--- src/rtl/fwd_packet_tx.sv ---
// Forwarding-path transmitter: serialises header, payload bytes from packet memory and an XOR checksum.
// A frame addressed to this node is never sent; it is reported through loopback instead.
module fwd_packet_tx #(
   parameter int MEM_DEPTH  = 1024,
   parameter int MEM_WIDTH  = 8,
   parameter int WORD_WIDTH = 16,
   parameter int ADDR_W     = 10
) (
   input  logic                  clock,
   input  logic                  rst,
   input  logic                  start,
   input  logic [WORD_WIDTH-1:0] MY_NODE_ID,
   input  logic [WORD_WIDTH-1:0] destinationID,
   input  logic [ADDR_W-1:0]     base_addr,
   input  logic [7:0]            payload_len,
   output logic [ADDR_W-1:0]     mem_addr,
   input  logic [MEM_WIDTH-1:0]  mem_rdata,
   output logic [MEM_WIDTH-1:0]  tx_data,
   output logic                  tx_valid,
   input  logic                  tx_ready,
   output logic                  tx_last,
   output logic                  busy,
   output logic                  done,
   output logic                  loopback
);

   typedef enum logic [2:0] {S_IDLE, S_HDR, S_FETCH, S_PAY, S_CSUM, S_DONE} state_t;

   state_t                state, state_next;
   logic [WORD_WIDTH-1:0] dst, src;
   logic [ADDR_W-1:0]     base;
   logic [7:0]            len, pay_idx;
   logic [2:0]            hdr_idx;
   logic [MEM_WIDTH-1:0]  csum, pay_hold, hdr_byte;
   logic                  pay_first, is_lb;
   logic [ADDR_W:0]       addr_sum;
   logic [ADDR_W-1:0]     fetch_addr;
   logic                  fire;

   // One spare bit so the wrap works for any depth, not only powers of two.
   assign addr_sum = {1'b0, base} + (ADDR_W+1)'(pay_idx);
   assign fetch_addr = ADDR_W'((addr_sum >= (ADDR_W+1)'(MEM_DEPTH)) ?
                               addr_sum - (ADDR_W+1)'(MEM_DEPTH) : addr_sum);
   assign fire = tx_valid && tx_ready;

   always_comb begin
      hdr_byte = '0;
      case (hdr_idx)
         3'd0:    hdr_byte = dst[WORD_WIDTH-1 -: MEM_WIDTH];
         3'd1:    hdr_byte = dst[MEM_WIDTH-1:0];
         3'd2:    hdr_byte = src[WORD_WIDTH-1 -: MEM_WIDTH];
         3'd3:    hdr_byte = src[MEM_WIDTH-1:0];
         default: hdr_byte = MEM_WIDTH'(len);
      endcase
   end

   // NOTE: every output of this block gets a default first, so no path can infer a latch.
   always_comb begin
      state_next = state;
      mem_addr   = '0;
      tx_data    = '0;
      tx_valid   = 1'b0;
      tx_last    = 1'b0;
      busy       = 1'b0;
      done       = 1'b0;
      loopback   = 1'b0;
      case (state)
         S_IDLE: begin
            if (start) state_next = (destinationID == MY_NODE_ID) ? S_DONE : S_HDR;
         end
         S_HDR: begin
            busy     = 1'b1;
            tx_valid = 1'b1;
            tx_data  = hdr_byte;
            if (tx_ready && hdr_idx == 3'd4) state_next = (len == 8'd0) ? S_CSUM : S_FETCH;
         end
         S_FETCH: begin
            busy       = 1'b1;
            mem_addr   = fetch_addr;
            state_next = S_PAY;
         end
         S_PAY: begin
            // Address is held so read data stays valid; the held copy covers long stalls.
            busy     = 1'b1;
            tx_valid = 1'b1;
            mem_addr = fetch_addr;
            tx_data  = pay_first ? mem_rdata : pay_hold;
            if (tx_ready) state_next = (pay_idx == len - 8'd1) ? S_CSUM : S_FETCH;
         end
         S_CSUM: begin
            busy     = 1'b1;
            tx_valid = 1'b1;
            tx_last  = 1'b1;
            tx_data  = csum;
            if (tx_ready) state_next = S_DONE;
         end
         S_DONE: begin
            done       = 1'b1;
            loopback   = is_lb;
            state_next = S_IDLE;
         end
         default: state_next = S_IDLE;
      endcase
   end

   // NOTE: sequential state uses non-blocking assignments so every register samples pre-edge values.
   always_ff @(posedge clock) begin
      if (rst) state <= S_IDLE;
      else     state <= state_next;
   end

   always_ff @(posedge clock) begin
      if (rst) begin
         dst       <= '0;
         src       <= '0;
         base      <= '0;
         len       <= '0;
         hdr_idx   <= '0;
         pay_idx   <= '0;
         csum      <= '0;
         pay_hold  <= '0;
         pay_first <= 1'b0;
         is_lb     <= 1'b0;
      end else begin
         if (state == S_IDLE && start) begin
            dst     <= destinationID;
            src     <= MY_NODE_ID;
            base    <= base_addr;
            len     <= payload_len;
            hdr_idx <= '0;
            pay_idx <= '0;
            csum    <= '0;
            is_lb   <= (destinationID == MY_NODE_ID);
         end
         if (fire) csum <= csum ^ tx_data;
         if (fire && state == S_HDR) hdr_idx <= hdr_idx + 3'd1;
         if (fire && state == S_PAY) pay_idx <= pay_idx + 8'd1;
         pay_first <= (state == S_FETCH);
         if (state == S_PAY && pay_first) pay_hold <= mem_rdata;
      end
   end

endmodule

--- config.mk ---
export PLATFORM = sky130hd
export DESIGN_NAME = fwd_packet_tx
export DESIGN_NICKNAME = d
export VERILOG_FILES = /design/src/rtl/fwd_packet_tx.sv
export SDC_FILE = /design/constraint.sdc
export NUM_CORES = 1
export LEC_CHECK = 0
export BUFFER_PORTS_ARGS = -buffer_cell sky130_fd_sc_hd__buf_4
export CAP_MARGIN = 25
export CELL_PAD_IN_SITES_DETAIL_PLACEMENT = 1
export CELL_PAD_IN_SITES_GLOBAL_PLACEMENT = 2
export CORE_UTILIZATION = 34
export DETAILED_ROUTE_END_ITERATION = 12
export MAX_ROUTING_LAYER = met4
export PLACE_DENSITY_LB_ADDON = 0.25
export SYNTH_ARGS = -nofsm -noshare
export SYNTH_HDL_FRONTEND = slang
export SYNTH_SLANG_ARGS = --single-unit
--- constraint.sdc ---
create_clock -name clock -period 5.6 [get_ports clock]
set_input_delay 1.4 -clock clock [delete_from_list [all_inputs] [get_ports clock]]
set_output_delay 1.4 -clock clock [all_outputs]
set_load 0.02 [all_outputs]
After elaboration in Yosys (flattened, before gate mapping)

Cells that the tools add are included.

Equal/unequal tests: 15
Reductions and logical operators: 16
Add/sub/neg operators: 5
Mux-type cells: 23
Bitwise operators: 1
Magnitude comparators: 1

Operators by type and width:

| operator                | number |
|---|---|
| $mux W8                 | 4 |
| $pmux W8 S4             | 1 |
| $mux W3                 | 9 |
| $pmux W8 S3             | 1 |
| $mux W10                | 2 |
| $eq A16 B16 Y1          | 1 |
| $pmux W3 S5             | 1 |
| $eq A3 B2 Y1 const B    | 4 |
| $add A10 B8 Y11         | 1 |
| $ge A11 B11 Y1 const B  | 1 |
| $sub A10 B1 Y10 const B | 1 |
| $eq A3 B3 Y1 const B    | 3 |
| $add A8 B1 Y8 const B   | 1 |
| $eq A8 B8 Y1            | 1 |
| $logic_not A8 Y1        | 1 |
| $ne A2 B2 Y1 const B    | 4 |
| $sub A8 B1 Y8 const B   | 1 |
| $xor A8 B8 Y8           | 1 |
| $eq A3 B1 Y1 const B    | 2 |
| $logic_and A1 B1 Y1     | 6 |
| $logic_not A3 Y1        | 2 |
| $reduce_bool A2 Y1      | 3 |
| $mux W1                 | 5 |
| $reduce_and A4 Y1       | 1 |
| 4 further kinds         | 4 |

Word-level logic and storage cells: 72
Register bits: 82
Input port bits: 62
Output and inout bits: 23

Logic depth before layout (Yosys ltp)

Gate-level depths: netlist of the first run.

Depth in word-level cells: 6
Mapped depth: 8
Mapped depth without buffers: 7

Worst setup path after synthesis of the first run

No wires, ideal clock.

Path type: register to output
From: register pay_idx[0]
To: output mem_addr[8]
Setup slack: 2091 ps
Stages on the path, launching flop included: 8
Required time: 4200 ps
Path buffers: 0
Data arrival time: 2109 ps
Cells stage by stage: dfxtp_1 -> ha_1 -> fa_1 -> a21o_1 -> a21oi_1 -> o211ai_1 -> nand3_1 -> nor3b_1

Longest elaborated chain between the ends: 4
Elaborated cells between the ends (all ways): 5
Classes of those cells: 2 x add/sub; 1 x order compare; 2 x mux

RTL lines:

| element                                                  | line   | source |
|---|---|---|
| start: declaration                                       | 32     | `logic [7:0] len, pay_idx;` |
| start signal: assignment                                 | 137    | `if (fire && state == S_PAY) pay_idx <= pay_idx + 8'd1;` |
| $add A10 B8 Y11 (*)                                      | 41     | `assign addr_sum = {1'b0, base} + (ADDR_W+1)'(pay_idx);` |
| $sub A10 B1 Y10 / $ge A11 B11 Y1 (equally long branches) | 43, 42 |  |
| $mux W10 (*)                                             | 42     | `assign fetch_addr = ADDR_W'((addr_sum >= (ADDR_W+1)'(MEM_DEPTH)) ?` |
| $mux W10 (*)                                             | 67     | `case (state)` |
| end: declaration                                         | 16     | `output logic [ADDR_W-1:0] mem_addr,` |

Mark *: on every way between the ends. The rest lies on a longest branch, timed or not.

Worst setup path after layout of the first run

From: register hdr_idx[2]
To: output tx_data[7]

Longest elaborated chain between the ends: 3
Elaborated cells between the ends (all ways): 6
Classes of those cells: 3 x eq/ne; 2 x mux; 1 x reduce/logical

RTL lines:

| element                                    | line | source |
|---|---|---|
| start: declaration                         | 33   | `logic [2:0] hdr_idx;` |
| start signal: assignment                   | 136  | `if (fire && state == S_HDR) hdr_idx <= hdr_idx + 3'd1;` |
| $eq A3 B2 Y1, or another cell as far along | 48   | `case (hdr_idx)` |
| $pmux W8 S4 (*)                            | 48   |  |
| $pmux W8 S3 (*)                            | 67   |  |
| end: declaration                           | 18   | `output logic [MEM_WIDTH-1:0] tx_data,` |

Marks and branches as above.

==> results.md, run 1 <==
Timing:
- The final sum of negative setup slack is 0 ns.
- For the pin with the worst max-slew slack, the measured transition is approximately 0.88 ns.
- The final count of hold timing violations is 0.
- The worst hold slack after final layout is 0.453 ns.
- The final setup violation count is 0.
- The total count of max-transition violations in the final report was 0.
- The worst path needs a little over 4 ns of the cycle, external delays included.
- Setup repair after global routing left no endpoint under its margin.
- The worst clock skew is approximately 0.006 ns.
- The worst pin sits at a relative slew slack of about two fifths.
- In the finished design, the share of the clock period the worst path needs comes to ~73%.
- The achievable frequency is ~240 MHz.

Placement:
- The final RePlAce weighted congestion is about 0.85.
- The HPWL after detailed placement is 10,200 um.
- Input and output buffers added on the ports amount to between 80 and 90.

Synthesis:
- The post-synthesis average cell area is 7.72 um^2.
- After synthesis, the largest family of logic cells by area is simple AND/OR/NAND/NOR gates.
- Summing the areas of all xor and xnor instances in the mapped netlist gives under 10% of the synthesized area.
- The number of synthesized flops with an enable pin is 0.
- For this run, asynchronously set or reset flops after synthesis account for 0%.
- The flop and latch count out of synthesis is 82.
- The fraction of the mapped netlist area in adder cells is 4.85%.
- The synthesized netlist occupies a cell area of 4540 um^2.
- The simple-gate share of the synthesized area is between 20% and 30%.
- The synthesized instance count is ~590.
- The largest area contributor in the netlist is sky130_fd_sc_hd__dfxtp_1.
- The fraction of the mapped netlist area in compound gates is between 20% and 30%.
- Yosys mapped the design onto between 50 and 60 distinct sky130hd cell types.
- Sequential elements use a little over a third of the synthesized area.
- In the post-synthesis netlist, the biggest area contributors are sky130_fd_sc_hd__dfxtp_1, sky130_fd_sc_hd__nand2_1, sky130_fd_sc_hd__a21oi_1.
- The share of cell area taken by muxes after synthesis is under 10%.
- The most numerous cell in the Yosys netlist is sky130_fd_sc_hd__nand2_1.
- The net count of the mapped netlist is roughly 670.
- During synthesis, Yosys emitted a total of 0 warnings.
- The prevailing post-synth register cell is sky130_fd_sc_hd__dfxtp_1.
- The share of the synthesized area in the top cell type is between 30% and 40%.
- Ranked by instance count, the synthesized netlist is headed by sky130_fd_sc_hd__nand2_1, sky130_fd_sc_hd__dfxtp_1, sky130_fd_sc_hd__a21oi_1.

Floorplan:
- Measured along the y axis, the die boundary spans about 120 um.
- The core region is 12,800 um^2.
- The I/O pin total is between 80 and 90.
- The die is between 100 and 150 um wide.
- The die area is 13,800 um^2.
- Row generation in the floorplan step produced 41 rows.
- The initial cell density of the core is around 35%.

Layout:
- Counting the fill cells in the layout gives 1,563.
- The final layout contains approximately 730 nets.
- Relative to the synthesized area, the layout overhead comes to 23.2%.
- The number of antenna diodes in the final layout is 0.
- The ratio of cells with drive above 1 in the final layout is 18.0%.

Min path:
- The beginning of the worst hold path is dst[10]$_SDFFE_PP0P_.
- The class of the most critical hold timing path is register to register.

Power:
- The total power draw is ~1.7 mW.
- The power density over the cells is approximately 300 nW/um^2.
- The analysis attributes to cell leakage a power of roughly 2.3 nW.
- The worst-case IR drop observed on VDD is 0.158 mV.

Critical path:
- The kind of capture point of the worst setup path is an output port.
- The data required time of the worst path is ~4.2 ns.
- The signal on the critical path passes through clkinv_1, ha_1, a22oi_1, a31oi_1, a221oi_1, inv_1, buf_4.
- The maximum net fanout on the critical path is 11.
- The startpoint identified for the worst register-to-register timing path is hdr_idx[2]$_SDFFE_PP0P_.
- In this design, the stage delay of the slowest critical-path cell is approximately 0.59 ns.
- In this run the worst setup path begins at hdr_idx[2]$_SDFFE_PP0P_.
- The critical path is of the register to output port type.
- The slowest stage of the critical path is the sky130_fd_sc_hd__dfxtp_1 cell.
- STA classifies the critical path startpoint as a register.
- Data arrives at the worst endpoint at between 2 and 3 ns.

CTS:
- The largest buffer count on any clock path is 2.
- The H-tree generated during clock tree synthesis spans 3 levels.
- TritonCTS built the clock tree.
- The total clock buffers created by CTS is 9.
- After clock tree synthesis, the clock-pin slew on the worst setup and hold paths is ~0.06 ns.
- The clock sink count is between 80 and 90.
- In this run the post-CTS setup repair buffer count came out at 0.
- The clock network latency to the later pin of the worst-skew pair is around 0.35 ns.
- The clock root buffer is sky130_fd_sc_hd__clkbuf_16.
- Post-CTS repair changed the size of 0 cells.
- The hold buffer count at CTS is 0.

Detailed routing:
- The sum of routed wire length over all layers is roughly 14,000 um.
- In the final routed layout, each cell accounts on average for 16.8 um.
- Once detail routing completed, the nets flagged for antenna violations numbered 0.
- For this run, the detailed router's first-pass iteration total came to 4.
- The post-detailed-route DRC marker count is 0.
- The via count of the routed design is roughly 4,300.
- The count of routing violations after the opening detailed-route iteration is approximately 190.
- Using the TritonRoute via totals, the vias-per-cell ratio works out to about 5.2.

Global route:
- The total overflow left after global routing is 0.
- The first global-routing pass estimated roughly 22,000 um of wire.
- The initial antenna violation count came to 0.
- The maximum number of pins on one net before global-route repair is 72.
- Global routing used 21.1% of the available tracks across all layers.
- The via count of the first global-routing pass is ~4,300.

Job:
- The tool flagged a number of max-cap violations equal to 0.

Outcome:
- The run finished with clean final reports.
[cells by family (layout without fill, tap and decap cells)]
group	Yosys count	after routing
XOR/XNOR	36	36
adder cells (fa/ha/maj)	17	17
multiplexers	11	11
AO/OA/AOI/OAI	149	149
flip-flops	82	82
AND/OR/NAND/NOR	238	238
buffers and inverters	55	121
[state kept, by name (all words and copies together) (netlist names)]
| signal | flops |
|---|---|
| state | 3 |
| csum | 8 |
| dst | 16 |
| len | 8 |
| hdr_idx | 3 |
| is_lb | 1 |
| src | 16 |
| pay_first | 1 |
| pay_hold | 8 |
| pay_idx | 8 |
| base | 10 |
[report_power, final]
part	total [mW]	switching, mW	internal [mW]	leakage, nW
Sequential	0.671	0.0470	0.624	0.668
Combinational	0.366	0.216	0.150	1.43
Clock	0.643	0.242	0.401	0.156
[path summary, 6_finish.rpt]
path,end,cells after the start,slack (ns)
setup / recovery,tx_data[7],7,1.52
hold / removal,dst[10]$_SDFFE_PP0P_,2,0.45
setup reg to reg,csum[7]$_SDFFE_PP0P_,7,3.11
hold reg to reg,dst[10]$_SDFFE_PP0P_,2,0.45
[layout by cell type (no fill, tap or decap), drive strengths merged, types with 2 or more instances in the layout]
| cell | netlist | final |
|---|---|---|
| nand2 | 129 | 129 |
| buf | 10 | 87 |
| a21oi | 83 | 83 |
| dfxtp | 82 | 82 |
| nor2 | 35 | 35 |
| xor2 | 25 | 25 |
| inv | 17 | 17 |
| a22oi | 17 | 17 |
| ha | 16 | 16 |
| o21ai | 16 | 16 |
| nand3 | 15 | 15 |
| xnor2 | 11 | 11 |
| clkbuf | 27 | 11 |
| mux2i | 10 | 10 |
| nor3 | 9 | 9 |
| nor2b | 9 | 9 |
| or3 | 9 | 9 |
| a221oi | 8 | 8 |
| nor4 | 7 | 7 |
| and2 | 6 | 6 |
| a21o | 4 | 4 |
| a211oi | 4 | 4 |
| and3 | 4 | 4 |
| nand2b | 3 | 3 |
| a31oi | 3 | 3 |
| nor3b | 3 | 3 |
| clkinv | 1 | 3 |
| nand3b | 2 | 2 |
| o211ai | 2 | 2 |
| a2111oi | 2 | 2 |
| a41oi | 2 | 2 |
| a32oi | 2 | 2 |
| nand4 | 2 | 2 |
| bufinv | 0 | 2 |
[worst max-delay path: cells and delay by family (launching register included)]
kind	cells	cell delay, ns
compound gates	3	0.75
buf+inv	3	0.60
flops	1	0.59
fa+ha+maj	1	0.39
[per-layer routing]
layer	global-route usage, %	wire length (um)	vias to the layer above
met4	8.33	263	0
met1	28.3	6740	2047
met3	3.63	615	13
met5	-	0	-
met2	31.6	6300	97
li1	-	-	2159
[final cells by class]
cell class	instances	area, um^2	share of cell area [%]
clock buffers	11	243	4.34
well taps	172	215	3.85
clock inverters	5	77.6	1.39
multi-input cells	451	2660	47.6
repair buffers	87	686	12.3
flip-flops and latches	82	1640	29.4
inverters	18	67.6	1.21
[metrics by stage]
step / utilization [%] / instance area [um^2] / setup WS [ns] / instances
floorplan: - / 4540 / 2.09 / 588
global placement: 40.7 / 5220 / 1.86 / 808
detailed placement: 40.7 / 5220 / 1.84 / 808
CTS: 43.2 / 5540 / 1.46 / 824
global route: 43.6 / 5590 / 1.23 / 826
finish: 43.6 / 5590 / 1.52 / 826
Note: power is estimated with default switching activity, not from simulation.
==> run 2, diff against run 1 <==
--- a/config.mk
+++ b/config.mk
@@ -9,7 +9,7 @@
 export CAP_MARGIN = 25
 export CELL_PAD_IN_SITES_DETAIL_PLACEMENT = 1
 export CELL_PAD_IN_SITES_GLOBAL_PLACEMENT = 2
-export CORE_UTILIZATION = 34
+export CORE_UTILIZATION = 32
 export DETAILED_ROUTE_END_ITERATION = 12
 export MAX_ROUTING_LAYER = met4
 export PLACE_DENSITY_LB_ADDON = 0.25
==> constraint.sdc (replaced) <==
create_clock -name clock -period 4.2 [get_ports clock]
set_input_delay 1.05 -clock clock [delete_from_list [all_inputs] [get_ports clock]]
set_output_delay 1.05 -clock clock [all_outputs]
set_load 0.02 [all_outputs]
==> run 2 against run 1 <==
Global-route usage down 0.97 points. Clock power up 42%. Sequential power up 33%. Die area up 6.1%. Highest routed layer unchanged.
==> results.md, run 2 (synthesis results as in run 1) <==
Outcome:
- Run status: complete, no violations (unchanged).

CTS:
- The number of gates given a new drive strength after cts was 0 (unchanged).
- The clock sink count came to 82 (unchanged).
- The total clock buffers created by CTS is 9 (unchanged).
- The clock root buffer is sky130_fd_sc_hd__clkbuf_16 (unchanged).
- The post-CTS setup buffer count is 0 (unchanged).
- The clock network latency to the later pin of the worst-skew pair is 0.35 ns (about the same).
- The largest buffer count on any clock path is 2 (unchanged).
- The clock tree from TritonCTS is built (unchanged).
- The count of H-tree levels built during CTS came to 3 (unchanged).
- The hold buffer count at CTS is 0 (unchanged).
- The CTS clock-pin slew for the worst setup and hold paths is 0.06 ns (about the same).

Timing:
- The worst hold slack after final layout came to 0.459 ns (was 0.453 ns).
- The slew at the pin closest to its max-slew limit is 0.846 ns (was 0.875 ns).
- Dividing the final minimum period by the clock period gives ~89%.
- The final count of hold timing violations came to 0 (unchanged).
- The achievable frequency is 268 MHz.
- The worst slew margin relative to its limit is 43.4% (was 41.3%).
- The slack of the critical path was 0.466 ns (was 1.52 ns).
- The final sum of negative setup slack is 0 ns (unchanged).
- The final setup violation count came to 0 (unchanged).
- The worst clock skew was 0.00641 ns (was 0.00599 ns).
- Unrepaired setup endpoints after global routing: no (unchanged).
- The clock period could shrink to about 3.7 ns.
- The total count of max-transition violations in the final report came to 0 (unchanged).

Placement:
- The quantity of I/O buffers inserted on ports is 84 (unchanged).
- The final HPWL from detailed placement is 10,400 um (was 10,200 um).
- The area of placed instances is 5250 um^2 (was 5220 um^2).
- The pre-CTS setup slack is 0.822 ns (was 1.84 ns).
- The final RePlAce weighted congestion is 0.814 (was 0.848).

Global route:
- The global route total overflow came to 0 (unchanged).
- The total track usage is 20.2% (was 21.1%).
- The via count of the first global-routing pass came to 4,294 (was 4,279).
- The maximum number of pins on one net before global-route repair is 40 (was 72).
- The first-pass GRT wire length is 22,100 um (was 22,300 um).
- The initial antenna violation count came to 0 (unchanged).

Floorplan:
- The die area is 14,700 um^2 (was 13,800 um^2).
- The core area is 13,900 um^2 (was 12,800 um^2).
- The die outline width is 121 um (was 118 um).
- The I/O pin total is 85 (unchanged).
- The initial cell density of the core is 32.7% (was 35.4%).
- The y dimension of the die is 121 um (was 118 um).
- The total number of placement rows is 43 (was 41).

Layout:
- The number of antenna repair diodes is 0 (unchanged).
- Biggest regs: dst (16), src (16), base (10) (unchanged).
- The growth of design area from synthesis to finish is 23.2% (about the same).
- The count of filler cells inserted in the layout came to 1,690 (was 1,563).
- Most frequent cells in the layout: sky130_fd_sc_hd__nand2_1, sky130_fd_sc_hd__buf_4, sky130_fd_sc_hd__dfxtp_1 (unchanged).
- The number of nets in the final layout is 728 (unchanged).
- The ratio of cells with drive above 1 in the final layout is 18.1% (was 18.0%).
- The post-route cell area is 5590 um^2 (about the same).
- The most common cell after layout, fill and taps aside was sky130_fd_sc_hd__nand2_1 (unchanged).

Critical path:
- The highest-delay cell along the critical path was sky130_fd_sc_hd__dfxtp_1 (unchanged).
- The critical path data arrival time was 2.68 ns (about the same).
- Cell Chain, Critical Path: clkinv_1, ha_1, a22oi_1, a31oi_1, a221oi_1, inv_1, buf_4 (unchanged).
- The data required time of the worst path was 3.15 ns (was 4.20 ns).
- The longest individual stage delay on the worst path is 0.59 ns (about the same).
- The launching element type of the critical path is a register (unchanged).
- The kind of capture point of the worst setup path is an output port (unchanged).
- The family with the most delay on the worst path is compound AO/OA/AOI/OAI gates (unchanged).
- The critical path class is register to output port (unchanged).
- The maximum net fanout on the critical path was 11 (unchanged).
- The total buffers and inverters traversed by the critical path came to 3 (unchanged).

Power:
- The leakage power figure came to 2.25 nW (was 2.26 nW).
- The total power draw is 2.28 mW (was 1.68 mW).
- The worst ir drop on vdd is 0.209 mV (was 0.158 mV).
- The power density over the cells was 408 nW/um^2 (was 301 nW/um^2).

Detailed routing:
- The iteration count of the initial detailed-routing pass was 5 (was 4).
- The sum of routed wire length over all layers is 13,800 um (was 13,900 um).
- The via count of the routed design is 4,334 (was 4,316).
- The post-detailed-route DRC marker count came to 0 (unchanged).
- The count of routing violations after the opening detailed-route iteration is 221 (was 186).
- The per-cell routed wire length is 16.6 um (was 16.8 um).
- The detail-routed via count per cell is 5.20 (was 5.23).
- The final antenna-violating net count is 0 (unchanged).

Job:
- The max capacitance violation total was 0 (unchanged).

Min path:
- The class of the most critical hold timing path is register to register (unchanged).
run 2: changes by cell type in the layout (fill, tap and decap cells not counted):
cell                        delta
sky130_fd_sc_hd__buf_16        -1
sky130_fd_sc_hd__buf_12        -1
sky130_fd_sc_hd__clkbuf_1      -1
sky130_fd_sc_hd__buf_4         +2
sky130_fd_sc_hd__bufinv_16     +1
sky130_fd_sc_hd__clkinv_2      -1
run 2: path summary, 6_finish.rpt:
path / start / to / slack, ns / depth (start not counted)
max: hdr_idx[2]$_SDFFE_PP0P_ / tx_data[7] / 0.47 / 7
min: dst[10]$_SDFFE_PP0P_ / dst[10]$_SDFFE_PP0P_ / 0.46 / 2
max reg2reg: hdr_idx[2]$_SDFFE_PP0P_ / csum[7]$_SDFFE_PP0P_ / 1.72 / 7
min reg2reg: dst[10]$_SDFFE_PP0P_ / dst[10]$_SDFFE_PP0P_ / 0.46 / 2
run 2: where the power goes:
group	internal, mW	switching, mW	total (mW)
registers	0.832	0.0600	0.892
clock network	0.593	0.323	0.916
logic	0.187	0.285	0.472
total	1.61	0.668	2.28
run 2: area by class of cell:
| type | count | area [um^2] | share of cell area, % |
|---|---|---|---|
| timing repair buffer | 87 | 653 | 11.7 |
| clock inverter | 5 | 103 | 1.84 |
| clock buffer | 10 | 239 | 4.28 |
| tap | 180 | 225 | 4.03 |
| inverter | 18 | 67.6 | 1.21 |
| sequential | 82 | 1640 | 29.4 |
| multi-input combinational | 451 | 2660 | 47.6 |
run 2: per-stage QoR:
step	std cells	utilization [%]
floorplan	588	-
global placement	818	37.8
detailed placement	818	37.8
CTS	833	40.3
global route	833	40.3
finish	833	40.3
run 2: metal layers:
metal	track usage (%)	up-vias	part of all wire (%)
li1	-	2151	-
met2	30.9	81	45
met5	-	-	0
met4	7.33	0	1.4
met1	26.9	2090	50
met3	3.05	12	3.7
run 2: worst register-to-register path: cells and delay by family, from the launching register on:
family,cells,cell delay [ns]
adder cells (fa/ha/maj),1,0.39
flip-flops,1,0.59
AO/OA/AOI/OAI,5,1.09
buffers and inverters,1,0.34
==> run 3, diff against run 2 <==
--- a/config.mk
+++ b/config.mk
@@ -9,10 +9,11 @@
 export CAP_MARGIN = 25
 export CELL_PAD_IN_SITES_DETAIL_PLACEMENT = 1
 export CELL_PAD_IN_SITES_GLOBAL_PLACEMENT = 2
+export CORE_ASPECT_RATIO = 0.8
 export CORE_UTILIZATION = 32
 export DETAILED_ROUTE_END_ITERATION = 12
-export MAX_ROUTING_LAYER = met4
 export PLACE_DENSITY_LB_ADDON = 0.25
+export SLEW_MARGIN = 5
 export SYNTH_ARGS = -nofsm -noshare
 export SYNTH_HDL_FRONTEND = slang
 export SYNTH_SLANG_ARGS = --single-unit
==> run 3 against run 2 <==
Core utilization about the same. Setup slack worse by 0.13 ns. Sequential power is essentially flat. Die area barely moved. Critical path type unchanged.
==> results.md, run 3 (synthesis results as in run 1) <==
Critical path:
- The worst reg-to-reg setup slack was 1.56 ns (was 1.72 ns).
- The critical path data arrival time is 2.82 ns (was 2.68 ns).
- The kind of capture point of the worst setup path is an output port (unchanged).
- The data required time of the worst path is 3.15 ns (about the same).
- The maximum net fanout on the critical path was 11 (unchanged).
- The cell count of the worst reg-to-reg path is 7 (unchanged).
- The launching element type of the critical path was a register (unchanged).
- The startpoint of the worst setup timing path is hdr_idx[2]$_SDFFE_PP0P_ (unchanged).
- The critical path capture point is tx_data[7] (unchanged).
- The startpoint of the most critical register-to-register path is hdr_idx[2]$_SDFFE_PP0P_ (unchanged).
- The worst flop-to-flop path endpoint is csum[7]$_SDFFE_PP0P_ (unchanged).
- The critical path class is register to output port (unchanged).

Detailed routing:
- The iteration count of the initial detailed-routing pass was 4 (was 5).
- The sum of routed wire length over all layers is 14,500 um (was 13,800 um).
- The wire length on met1 is 6820 um (was 6920 um).
- The count of routing violations after the opening detailed-route iteration was 201 (was 221).
- The detail-routed via count per cell is 5.20 (about the same).
- The final antenna-violating net count is 0 (unchanged).
- The per-cell routed wire length came to 17.4 um (was 16.6 um).
- The met3 wirelength from detailed routing was 636 um (was 517 um).
- The via count of the routed design is 4,338 (was 4,334).
- The post-detailed-route DRC marker count is 0 (unchanged).
- The amount of wire on met2 after detailed routing came to 6880 um (was 6190 um).
- The topmost layer with routed signal wires is met4 (unchanged).

Job:
- The max capacitance violation total is 0 (unchanged).

Floorplan:
- The die outline width was 135 um (was 121 um).
- The I/O pin total is 85 (unchanged).
- The total number of placement rows is 38 (was 43).
- The core area is 13,700 um^2 (was 13,900 um^2).
- The y dimension of the die is 109 um (was 121 um).
- The initial cell density of the core is 33.1% (was 32.7%).
- The die area was 14,700 um^2 (about the same).

Power:
- The leakage power figure is 2.22 nW (was 2.25 nW).
- The worst ir drop on vdd is 0.195 mV (was 0.209 mV).
- The power density over the cells is 379 nW/um^2 (was 408 nW/um^2).

Layout:
- The most common cell after layout, fill and taps aside was sky130_fd_sc_hd__nand2_1 (unchanged).
- The number of antenna repair diodes is 0 (unchanged).
- Most frequent cells in the layout: sky130_fd_sc_hd__nand2_1, sky130_fd_sc_hd__buf_4, sky130_fd_sc_hd__dfxtp_1 (unchanged).
- The growth of design area from synthesis to finish is 21.4% (was 23.2%).
- Biggest regs: dst (16), src (16), base (10) (unchanged).
- The number of nets in the final layout is 729 (was 728).
- The sequential cell area was 1640 um^2 (unchanged).
- The ratio of cells with drive above 1 in the final layout is 17.9% (was 18.1%).
- The multi-input logic area came to 2660 um^2 (unchanged).
- The count of filler cells inserted in the layout is 1,690 (unchanged).

Placement:
- The final RePlAce weighted congestion was 0.811 (was 0.814).
- The quantity of I/O buffers inserted on ports is 84 (unchanged).
- The final HPWL from detailed placement is 10,900 um (was 10,400 um).

CTS:
- The hold buffer count at CTS is 0 (unchanged).
- The clock tree from TritonCTS was built (unchanged).
- The clock network latency to the later pin of the worst-skew pair came to 0.34 ns (was 0.35 ns).
- The CTS clock-pin slew for the worst setup and hold paths was 0.06 ns (about the same).
- The number of gates given a new drive strength after cts is 0 (unchanged).
- The total clock buffers created by CTS is 9 (unchanged).
- The post-CTS setup buffer count was 0 (unchanged).
- The largest buffer count on any clock path is 2 (unchanged).
- The clock sink count was 82 (unchanged).
- The clock root buffer is sky130_fd_sc_hd__clkbuf_16 (unchanged).
- The count of H-tree levels built during CTS is 3 (unchanged).

Timing:
- The final setup violation count was 0 (unchanged).
- The minimum clock period after layout was 3.87 ns (was 3.73 ns).
- The total count of max-transition violations in the final report is 0 (unchanged).
- The achievable frequency came to 259 MHz (was 268 MHz).
- Unrepaired setup endpoints after global routing: no (unchanged).
- The slew at the pin closest to its max-slew limit is 0.855 ns (was 0.846 ns).
- The final sum of negative setup slack is 0 ns (unchanged).
- The final count of hold timing violations came to 0 (unchanged).
- The final critical-path share of the clock period is 92.1% (was 88.9%).
- The worst hold slack after final layout is 0.456 ns (was 0.459 ns).
- The worst clock skew is 0.00618 ns (was 0.00641 ns).
- The worst slew margin relative to its limit is 42.6% (was 43.4%).

Global route:
- The total track usage is 20.8% (was 20.2%).
- The maximum number of pins on one net before global-route repair was 42 (was 40).
- The initial antenna violation count is 0 (unchanged).
- The global route total overflow was 0 (unchanged).
- The via count of the first global-routing pass is 4,418 (was 4,294).
- The first-pass GRT wire length came to 23,300 um (was 22,100 um).

Min path:
- The class of the most critical hold timing path was register to register (unchanged).

Outcome:
- Run status: complete, no violations (unchanged).
## run 3: cell types whose count changed in the layout (fill, tap and decap cells not counted)
cell	previous run	this run
sky130_fd_sc_hd__buf_4	87	88
sky130_fd_sc_hd__clkinv_2	1	4
sky130_fd_sc_hd__clkinvlp_4	1	0
sky130_fd_sc_hd__clkbuf_1	0	2
sky130_fd_sc_hd__bufinv_16	3	0
sky130_fd_sc_hd__clkbuf_8	1	0
## run 3: routing by layer
| metal | track usage (%) | vias up |
|---|---|---|
| met4 | 4.98 | 0 |
| met2 | 34.9 | 80 |
| met3 | 5.30 | 19 |
| met5 | 0 | - |
| li1 | - | 2152 |
| met1 | 26.7 | 2087 |
## run 3: critical path, stage by stage, from the launching register on
cell	delay, ns
sky130_fd_sc_hd__dfxtp_1	0.61
sky130_fd_sc_hd__clkinv_1	0.37
sky130_fd_sc_hd__ha_1	0.41
sky130_fd_sc_hd__a22oi_1	0.22
sky130_fd_sc_hd__a31oi_1	0.12
sky130_fd_sc_hd__a221oi_1	0.47
sky130_fd_sc_hd__inv_1	0.09
sky130_fd_sc_hd__buf_4	0.17
## run 3: layout make-up
type / count / area share (%)
multi-input cells: 451 / 48.3
flip-flops and latches: 82 / 29.8
well taps: 180 / 4.09
repair buffers: 88 / 12.0
clock buffers: 11 / 4.23
inverters: 18 / 1.23
clock inverters: 4 / 0.363
## run 3: worst min path at each step
stage                                        start                  endpoint  depth (start not counted)
after floorplan           pay_hold[0]$_SDFFE_PP0P_  pay_hold[0]$_SDFFE_PP0P_                          2
after detailed placement      dst[14]$_SDFFE_PP0P_      dst[14]$_SDFFE_PP0P_                          2
after CTS                     dst[14]$_SDFFE_PP0P_      dst[14]$_SDFFE_PP0P_                          2
final                         dst[14]$_SDFFE_PP0P_      dst[14]$_SDFFE_PP0P_                          2
after global routing          dst[14]$_SDFFE_PP0P_      dst[14]$_SDFFE_PP0P_                          2
after global placement    pay_hold[3]$_SDFFE_PP0P_  pay_hold[3]$_SDFFE_PP0P_                          2
## run 3: power breakdown
group	switching [mW]	internal, mW	leakage (nW)
registers	0.0619	0.832	0.668
logic	0.291	0.189	1.42
clock network	0.318	0.393	0.129
## run 3: metrics by stage
stage / total power, mW / instances / util, % / setup slack [ns] / area, um^2
after floorplan: 1.21 / 588 / - / 1.04 / 4540
after global placement: 1.38 / 819 / 38.4 / 0.943 / 5260
after detailed placement: 1.39 / 819 / 38.4 / 0.740 / 5260
after CTS: 2.11 / 834 / 40.2 / 0.346 / 5510
after global routing: 2.20 / 834 / 40.2 / 0.0936 / 5510
final: 2.09 / 834 / 40.2 / 0.333 / 5510
